`config.mk`:
```
export PLATFORM = sky130hd
export DESIGN_NAME = pc_exc_unit
export DESIGN_NICKNAME = d
export VERILOG_FILES = /design/src/rtl/pc_exc_unit.sv
export SDC_FILE = /design/constraint.sdc
export NUM_CORES = 1
export LEC_CHECK = 0
export BUFFER_PORTS_ARGS = -buffer_cell sky130_fd_sc_hd__buf_2
export CELL_PAD_IN_SITES_DETAIL_PLACEMENT = 1
export CELL_PAD_IN_SITES_GLOBAL_PLACEMENT = 1
export CORE_MARGIN = 8
export CORE_UTILIZATION = 34
export DETAILED_ROUTE_END_ITERATION = 10
export PLACE_DENSITY = 0.8
export SKIP_LAST_GASP = 1
export SYNTH_ARGS = -nofsm -noshare
export SYNTH_HDL_FRONTEND = slang
export SYNTH_SLANG_ARGS = --single-unit
```
`constraint.sdc`:
```
create_clock -name clk -period 2.7 [get_ports clk]
set_input_delay 0.54 -clock clk [delete_from_list [all_inputs] [get_ports clk]]
set_output_delay 0.54 -clock clk [all_outputs]
set_load 0.01 [all_outputs]
```
`src/rtl/pc_exc_unit.sv`:
```
// PC/EPC registers plus exception-entry sequencer (EPC<=PC-4, fetch handler byte from vector, load PC).
// Handler PC is loaded MEM_LAT edges after the request; exc_done follows one cycle later; no input backpressure, requests during busy are dropped.
// Optional build macro PC_EXC_CAUSE_EN adds exc_cause capture with cause_clr.
module pc_exc_unit #(
    parameter logic [31:0] RESET_PC   = 32'h0000_0000,
    parameter int          MEM_LAT    = 1,
    parameter logic [31:0] VEC_OPCODE = 32'd253,
    parameter logic [31:0] VEC_OVF    = 32'd254,
    parameter logic [31:0] VEC_DIV0   = 32'd255
) (
    input  logic        clk,
    input  logic        reset,
    input  logic [31:0] pc_next,
    input  logic        pc_write,
    input  logic        pc_write_cond,
    input  logic        branch_taken,
    input  logic [1:0]  exc_req,
    input  logic [7:0]  mem_rbyte,
`ifdef PC_EXC_CAUSE_EN
    input  logic        cause_clr,
    output logic [1:0]  exc_cause,
`endif
    output logic [31:0] pc_out,
    output logic [31:0] epc_out,
    output logic [31:0] mem_addr,
    output logic        mem_rd,
    output logic        exc_busy,
    output logic        exc_done
);

    typedef enum logic [1:0] {IDLE, WAIT, DONE} state_t;

    localparam logic [2:0] LAST = 3'(MEM_LAT - 1);

    state_t      state, state_nxt;
    logic [2:0]  cnt;
    logic        exc_start;
    logic        rd_last;
    logic        pc_load;
    logic [31:0] vec_addr;

    always_ff @(posedge clk) begin
        if (reset) state <= IDLE;
        else       state <= state_nxt;
    end

    always_comb begin
        state_nxt = state;
        exc_start = 1'b0;
        rd_last   = 1'b0;
        pc_load   = 1'b0;
        case (state)
            IDLE: begin
                if (exc_req != 2'b00) begin
                    exc_start = 1'b1;
                    state_nxt = WAIT;
                end else begin
                    pc_load = pc_write | (pc_write_cond & branch_taken);
                end
            end
            WAIT: begin
                if (cnt == LAST) begin
                    rd_last   = 1'b1;
                    state_nxt = DONE;
                end
            end
            DONE:    state_nxt = IDLE;
            default: state_nxt = IDLE;
        endcase
    end

    always_comb begin
        case (exc_req)
            2'b01:   vec_addr = VEC_OPCODE;
            2'b10:   vec_addr = VEC_OVF;
            default: vec_addr = VEC_DIV0;
        endcase
    end

    always_ff @(posedge clk) begin
        if (reset) begin
            pc_out   <= RESET_PC;
            epc_out  <= 32'd0;
            mem_addr <= 32'd0;
            mem_rd   <= 1'b0;
            cnt      <= 3'd0;
        end else begin
            mem_rd <= exc_start;
            if (exc_start) begin
                // Wraps naturally: PC=0 yields EPC=FFFF_FFFC.
                epc_out  <= pc_out - 32'd4;
                mem_addr <= vec_addr;
                cnt      <= 3'd0;
            end else if (state == WAIT) begin
                cnt <= cnt + 3'd1;
            end
            if (rd_last)
                pc_out <= {24'b0, mem_rbyte};
            else if (pc_load)
                pc_out <= pc_next;
        end
    end

    assign exc_busy = (state != IDLE);
    assign exc_done = (state == DONE);

`ifdef PC_EXC_CAUSE_EN
    // Entry has priority over a simultaneous clear.
    always_ff @(posedge clk) begin
        if (reset)
            exc_cause <= 2'b00;
        else if (exc_start)
            exc_cause <= exc_req;
        else if (cause_clr && state == IDLE)
            exc_cause <= 2'b00;
    end
`endif

endmodule

```
# == Word level (Yosys, flattened, before mapping) ==
# Index checks and enable logic that the tools add are counted.
# word_totals
regBits,102
wordCells,37
inputBits,47
output_inout_bits,99
# classes
reduce_logical,8
addsub,2
muxes,12
n_eq_ne,6
bitwise,2
# op_table
cell,count
subtractor 32 x 3 -> 32 bit (second input constant),1
two-way mux 8 bit,2
case mux 2 bit (2 select lines),2
two-way mux 1 bit,6
nonzero test 2 bit,3
equality test 2 x 1 -> 1 bit (second input constant),2
equality test 2 bit (second input constant),2
two-way mux 2 bit,2
inequality test 2 bit (second input constant),2
OR reduction 2 bit,2
adder 3 x 1 -> 3 bit (second input constant),1
zero test 3 bit,1
zero test 2 bit,1
AND reduction 2 bit,1
bitwise AND 1 bit,1
bitwise OR 1 bit,1

# == Depth between registers and ports, before layout ==
# Gate-level depths: netlist of the first run.
# depth
depth_word,6
ltp_mapped,8
ltp_nobuf,6

# == Worst setup path before layout of the first run ==
# Ideal clock, no wire load.
# synth_timing
path_kind,register to register
startpoint,reg pc_out[2]
endpoint,reg epc_out[25]
required_time_ps,2578
setup_time_ps,122
stages_incl_launch_ff,6
setup_slack_ps,523
synth_period_minus_slack_ps,2177
arrival_time_ps,2055
n_path_buf,1
cell_sequence,dfxtp_1 > or4_1 > buf_2 > or4_4 > o311a_1 > a221o_1
# synth_between
elab_chain_cells,1
# synth_rtl
item,line,source
from (decl),23,"output logic [31:0] pc_out,"
from (signal assigned),98,"pc_out <= {24'b0, mem_rbyte};"
from (signal assigned),100,pc_out <= pc_next;
subtractor 32 x 3 -> 32 bit,91,epc_out <= pc_out - 32'd4;
to (signal assigned),91,
to (decl),24,"output logic [31:0] epc_out,"
# No other way between the ends.
# A chain may end at the register's enable or synchronous reset.

# == Worst setup path after layout of the first run ==
# layout_timing
startpoint,reg pc_out[8]
endpoint,reg epc_out[25]
# Same word-level chain as after synthesis.

==> results.ini, run 1 <==
[timing]
final-setup-viol-count=0
period_share_pct=84.5
fmax_mhz=438
hold_viol=0
relSlewSlack_pct=57.3
period_needed_ns=2.28
drv_slew=0
grt_setup_unrepaired=false
fin_ws_ns=0.418
tightest_slew_ns=0.640
setup_tns_ns=0
whs_ns=0.420
finClkSkew_ns=0.00822

[finish]
final_cells=679
finish.utilization_pct=43.9
drive_above_1_share_pct=29.5
diodes=0
finalNetCount=592
syn_to_final_growth_pct=24.7

[logic_synthesis]
avgSynthCellArea_sq_um=8.09
netlist_instances=427
synth_largest_area_cell=dfxtp_1
yosys.cell_count.top_type=nand2_1
synth_top_cells_by_count=91 x nand2_1, 73 x dfxtp_1, 31 x a21oi_1
synth.distinct_cells=43
synth_area_sq_um=3450
ys_warn_count=0
netlist_top_cells_area=dfxtp_1 42%, nand2_1 9.9%, buf_4 6.3%
yosys.area.top_type_share_pct=42.3
async_flop_share_pct=0
synth-edff-count=0
ys_ff_latch=73
yosysSeqAreaShare_pct=42.3
synthFlopType=dfxtp_1

[power]
ir_drop_mv=0.235
p_per_area_nw_per_um2=687
leakage_uw=0.00203

[detailed_routing]
drc_errors=0
drt-total-wl_microns=12100
ant_nets=0
vias_per_cell=5.20
routedWlPerCell_microns=17.8
num_vias=3529
firstDrtPassIters=4
first_iter_violations=163

[die]
fp.dieH_microns=117
start_util_pct=35.2
die_width_microns=117
row_count=36
io_pins=146
core_area_sq_um=9820
die_area_sq_um=13600

[worst_setup_path]
cp_cell_sequence=or4_4, or4_4, o311a_1, a221o_1
crit_slowest_cell=or4_4
crit_path_frequent_cell=or4_4
critPathMaxStageDelay_ns=0.63
cp-start-kind=register
cp_top_family=simple AND/OR/NAND/NOR gates
crit_fanout=11
required_ns=2.93
worst-path-buf-inv=0
critPathCaptureType=register
crit_type=register to register
arrival_ns=2.52

[placement]
dp.cells=664
gp_congestion=0.814
preCtsSetupSlack_ns=0.445
hpwl_microns=9420
io_buffers=121

[clock_tree]
numCtsBuffers=9
cts.clk_slew.worst_paths_ns=0.08
cts_tree=yes
post_cts_buffers=0
clkLatencyLatePin_ns=0.35
cts.sinks=73
h-tree-depth=3
postCtsHoldBufs=0
root_buffer=clkbuf_8
clock_tree.buffer_depth=2
cts_resized=0

[global_route]
antenna_found_initial=0
first_global_vias=3575
grt_usage_pct=17.9
grt_max_degree=33
grt_pass1_wl_microns=19100
gr-total-overflow=0

[hold_path]
hold_path_class=primary input to register

[flow_run]
drv_cap=0

[outcome]
status=completed

-- flip-flops by register name, summed over array words and instances (netlist names) --
register and cells:
cnt 3, epc_out 32, mem_addr 3, mem_rd 1, pc_out 32, state 2
-- power breakdown --
| part | total, uW | leakage [uW] | switching (uW) | internal, uW |
|---|---|---|---|---|
| Combinational | 862 | 0.00134 | 517 | 345 |
| Clock | 811 | 0.0000980 | 411 | 400 |
| Sequential | 1290 | 0.000597 | 92.8 | 1200 |
| Total | 2960 | 0.00203 | 1020 | 1940 |
-- final timing paths --
| kind | start | to | slack (ns) | cells past startpoint |
|---|---|---|---|---|
| worst min register to register | epc_out[6] | epc_out[6] | 0.46 | 1 |
| worst max register to register | pc_out[8] | epc_out[25] | 0.42 | 4 |
| worst max-delay path | pc_out[8] | epc_out[25] | 0.42 | 4 |
| worst min-delay path | pc_next[14] | pc_out[14] | 0.42 | 3 |
-- placed cells by master (no fill, tap or decap), types with 2 or more instances in the layout --
master	Yosys	final
o311a_1	6	6
o31ai_1	2	2
buf_2	2	121
a21oi_1	31	30
nor3_1	11	10
a21o_1	3	3
nor2b_1	2	2
or4_1	10	10
or3_1	7	7
inv_1	9	9
o211ai_1	7	7
or2_2	3	3
clkbuf_8	0	12
a311oi_1	8	8
nor2_1	25	25
dfxtp_1	73	73
o21ai_0	16	16
a221o_1	6	6
nand3_1	9	9
xnor2_1	11	11
a22o_1	4	4
nand2_1	91	91
ha_1	3	3
or4_4	3	3
o2bb2a_1	2	2
nor4b_1	2	2
clkinv_2	0	3
nor4_1	11	11
buf_4	29	16
nand4_1	3	3
conb_1	1	24
-- area by class of cell --
type	instances	area [sq um]
inverters	9	33.8
repair buffers	138	746
clock buffers	12	165
clock inverters	3	15.0
flip-flops and latches	73	1460
fillers	1282	5510
well taps	133	166
multi-input cells	311	1720
-- metal layers --
metal	wire length, microns	global-route usage (%)	up-vias
li1	-	-	1682
met2	6010	29.7	114
met5	0	0	-
met3	683	3.85	16
met1	5220	22.3	1717
met4	205	6.83	0
-- kinds of logic (layout without fill, tap and decap cells) --
| kind of cell | Yosys count | after routing | synth area share, % |
|---|---|---|---|
| AOI/OAI and AO/OA | 89 | 89 | 17.6 |
| buffers and inverters | 66 | 162 | 10.6 |
| DFF | 73 | 73 | 42.3 |
| adders and majority gates | 3 | 3 | 1.09 |
| and+or+nand+nor | 183 | 183 | 25.3 |
| other | 1 | 24 | 0.109 |
| xor gates and xnor gates | 12 | 12 | 3.04 |
-- per-stage QoR --
| stage | area, sq um | power (uW) |
|---|---|---|
| after floorplan | 3540 | 1860 |
| after global placement | 4130 | 2140 |
| after detailed placement | 4130 | 2170 |
| after CTS | 4310 | 2990 |
| after global routing | 4310 | 3140 |
| final | 4310 | 2960 |
-- tightest hold or removal path, cell delays in order --
cell and delay, ns:
buf_2 0.10, nand2_1 0.05, a21oi_1 0.05
(Power assumes the default switching activity.)
==> run 2: changes to the inputs <==
- clock period: 2.7 -> 2.3 ns (I/O delays scaled with it)
==> results.ini, run 2 (synthesis results as in run 1) <==
[worst_setup_path]
crit_type=register to register
reg2reg_to=epc_out[28]
crit_fanout=5
critPathCaptureType=register
required_ns=2.53
cp-start-kind=register
rr_worst_depth=6
ff2ff_setup_slack_ns=0.09
worstReg2RegStart=pc_out[3]
arrival_ns=2.44

[die]
start_util_pct=35.2
row_count=36
fp.dieH_microns=117
die_area_sq_um=13600
die_width_microns=117
core_area_sq_um=9820
io_pins=146

[clock_tree]
cts_resized=0
h-tree-depth=3
clkLatencyLatePin_ns=0.34
root_buffer=clkbuf_8
clock_tree.buffer_depth=2
cts_tree=yes
numCtsBuffers=9
cts.clk_slew.worst_paths_ns=0.08
postCtsHoldBufs=0
cts.sinks=73
post_cts_buffers=0

[detailed_routing]
highest_layer=met4
ant_nets=0
num_vias=3524
vias_per_cell=5.06
firstDrtPassIters=4
drt-total-wl_microns=12200
routedWlPerCell_microns=17.5
wl_met3_microns=736
first_iter_violations=142
drc_errors=0
routed-wl-met2_microns=6110
wl_met1_microns=5190

[finish]
mostFrequentLayoutCells=121 x buf_2, 91 x nand2_1, 73 x dfxtp_1, 31 x buf_4, 30 x a21oi_1
nFillCells=1278
largestRegisters=epc_out (32), pc_out (32)
drive_above_1_share_pct=31.4
diodes=0
final_cells=697
finalNetCount=609
syn_to_final_growth_pct=29.0
layout_commonest_cell=buf_2

[timing]
fmax_mhz=453
grt_setup_unrepaired=false
hold_viol=0
final-setup-viol-count=0
relSlewSlack_pct=60.9
drv_slew=0
period_share_pct=96.1
period_needed_ns=2.21
tightest_slew_ns=0.581
setup_tns_ns=0
finClkSkew_ns=0.00695

[global_route]
gr-total-overflow=0
grt_pass1_wl_microns=19300
first_global_vias=3623
grt_usage_pct=18.0
antenna_found_initial=0
grt_max_degree=33

[hold_path]
holdPathEnd=pc_out[27]
hp-start=pc_next[27]
hold_path_class=primary input to register
whs_path_depth=3

[placement]
hpwl_microns=9650
io_buffers=121
gp_congestion=0.827
dp.cells=681

[outcome]
status=completed

[power]
leakage_uw=0.00212
ir_drop_mv=0.217
p_per_area_nw_per_um2=784

[flow_run]
drv_cap=0

==> run 2: changes by cell type in the layout (fill, tap and decap cells not counted) <==
| cell | delta |
|---|---|
| buf_4 | +15 |
| clkbuf_8 | -1 |
| buf_12 | +2 |
| clkbuf_1 | +2 |
==> run 2: worst max path at each step <==
stage               startpoint          end  slack, ns  cells after the start
global route         pc_out[3]  epc_out[28]       0.01                      6
global placement     pc_out[8]  epc_out[25]       0.18                      4
floorplan            pc_out[2]  epc_out[25]       0.12                      5
CTS                  pc_out[3]  epc_out[25]       0.09                      4
detailed placement   pc_out[8]  epc_out[25]       0.11                      4
finish               pc_out[3]  epc_out[28]       0.09                      6
==> run 2: area by class of cell <==
| cell class | instances | area (sq um) | share of cell area (%) |
|---|---|---|---|
| sequential | 73 | 1460 | 32.8 |
| clock buffer | 13 | 159 | 3.57 |
| inverter | 9 | 33.8 | 0.758 |
| multi-input combinational | 311 | 1720 | 38.6 |
| tap | 133 | 166 | 3.74 |
| timing repair buffer | 155 | 898 | 20.2 |
| clock inverter | 3 | 15.0 | 0.337 |
==> run 2: through the flow <==
stage                     instance area, sq um  power, uW  hold WS [ns]  setup slack [ns]  utilization, %
after floorplan                           3540       2180         0.481             0.123               -
after global placement                    4280       2580         0.432             0.176            43.6
final                                     4450       3490         0.352            0.0903            45.4
after detailed placement                  4280       2610         0.443             0.111            43.6
after global routing                      4450       3710         0.343            0.0114            45.4
after CTS                                 4450       3530         0.334            0.0887            45.4
==> run 2: metal layers <==
metal / track usage (%) / vias up
li1: - / 1720
met1: 22.1 / 1702
met2: 29.9 / 89
met3: 4.10 / 13
met4: 7.17 / 0
met5: 0 / -
==> run 2: where the power goes <==
| part | internal (uW) | leakage, uW | switching [uW] |
|---|---|---|---|
| Clock | 447 | 0.0000932 | 467 |
| Combinational | 450 | 0.00143 | 634 |
| Sequential | 1400 | 0.000597 | 89.6 |
| Total | 2300 | 0.00212 | 1190 |
==> run 2: worst max-delay path, stage by stage (launching register included) <==
cell and delay, ns:
dfxtp_1 0.35, inv_1 0.07, ha_1 0.22, or4b_1 0.52, or3_1 0.38, o311a_1 0.30, a221o_1 0.26
==> run 3: changes to the inputs <==
- clock period: 2.3 -> 2.1 ns (I/O delays scaled with it)
==> results.ini, run 3 (synthesis results as in run 1) <==
[outcome]
status=finished with violations
violations=negative setup slack

[finish]
syn_to_final_growth_pct=36.3
layout_commonest_cell=buf_2
drive_above_1_share_pct=37.1
largestRegisters=epc_out (32), pc_out (32)
diodes=0
finish.utilization_pct=47.9
mostFrequentLayoutCells=121 x buf_2, 91 x nand2_1, 66 x dfxtp_1, 49 x buf_4, 30 x a21oi_1
final_cells=715
finalNetCount=628
fin_area_sq_um=4710

[timing]
relSlewSlack_pct=63.7
drv_slew=0
hold_viol=0
fin_ws_ns=-0.0160
period_needed_ns=2.12
grt_setup_unrepaired=true
finClkSkew_ns=0.00879
tightest_slew_ns=0.544
final-setup-viol-count=2
fmax_mhz=473
period_share_pct=101

[die]
die_width_microns=117
fp.dieH_microns=117
row_count=36
io_pins=146
start_util_pct=35.2
die_area_sq_um=13600
core_area_sq_um=9820

[worst_setup_path]
worstReg2RegStart=pc_out[4]
critPathCapture=epc_out[25]
ff2ff_setup_slack_ns=-0.02
reg2reg_to=epc_out[25]
cp-start-kind=register
crit_fanout=5
required_ns=2.34
critPathCaptureType=register
cp-startpoint=pc_out[4]
arrival_ns=2.36
crit_type=register to register
rr_worst_depth=4

[clock_tree]
cts.clk_slew.worst_paths_ns=0.08
cts.sinks=73
cts_tree=yes
h-tree-depth=3
clock_tree.buffer_depth=2
postCtsHoldBufs=0
numCtsBuffers=9
root_buffer=clkbuf_8
clkLatencyLatePin_ns=0.35

[power]
p_per_area_nw_per_um2=895
ir_drop_mv=0.317
leakage_uw=0.00223

[placement]
placed_area_sq_um=4400
preCtsSetupSlack_ns=-0.0539
gp_congestion=0.834
hpwl_microns=9680
io_buffers=121
dp.cells=697

[detailed_routing]
ant_nets=0
drc_errors=0
firstDrtPassIters=4
num_vias=3651
first_iter_violations=165
vias_per_cell=5.11
routedWlPerCell_microns=17.8
drt-total-wl_microns=12700

[global_route]
first_global_vias=3705
gr-total-overflow=0
grt_max_degree=25
grt_pass1_wl_microns=19200
antenna_found_initial=0
grt_usage_pct=18.1

[flow_run]
drv_cap=0

[hold_path]
hold_path_class=primary input to register

## run 3: layout make-up
cell class / instances / area, sq um
Inverter: 9 / 33.8
Timing Repair Buffer: 174 / 1040
Fill cell: 1262 / 5110
Clock inverter: 5 / 80.1
Sequential cell: 73 / 1470
Tap cell: 133 / 166
Multi-Input combinational cell: 311 / 1780
Clock buffer: 10 / 138
## run 3: worst max-delay path: stages, from the launching register on
cell and delay, ns:
dfxtp_2 0.33, or4_4 0.56, or4_4 0.57, o311a_1 0.30, a221o_1 0.25
## run 3: routing by layer
layer | share of wire, % | track usage [%] | up-vias | routed length (microns)
met5 | 0 | 0 | - | 0
met4 | 2.3 | 8.19 | 0 | 293
met3 | 4.9 | 3.13 | 23 | 626
met2 | 50 | 30.7 | 111 | 6340
met1 | 43 | 21.9 | 1763 | 5450
li1 | - | - | 1754 | -
## run 3: report_power, final
group	total (uW)	internal, uW	switching, uW
clock	1240	693	549
combinational	1330	594	739
sequential	1640	1540	99.3
## run 3: worst min path at each step
stage | slack, ns | depth (start not counted) | start | to
2_1_floorplan | 0.48 | 2 | mem_addr[0] | mem_addr[0]
3_3_place_gp | 0.43 | 1 | epc_out[10] | epc_out[10]
3_5_place_dp | 0.44 | 1 | epc_out[10] | epc_out[10]
4_1_cts | 0.29 | 3 | pc_next[25] | pc_out[25]
5_1_grt | 0.30 | 3 | pc_next[23] | pc_out[23]
6_report | 0.30 | 3 | pc_next[27] | pc_out[27]
## run 3: what timing repair did
action                     CTS  global route
setup endpoints to repair    7             9
setup buffers                1             2
pin swaps                    3             6
resized for setup            6            11
## run 3: per-stage QoR
stage          power (uW)  TNS [ns]  hold slack, ns
6_report             4210   -0.0306           0.300
5_1_grt              4420    -0.215           0.296
4_1_cts              4180  -0.00849           0.289
3_5_place_dp         2910    -0.161           0.439
3_3_place_gp         2860         0           0.428
2_1_floorplan        2410   -0.0582           0.481
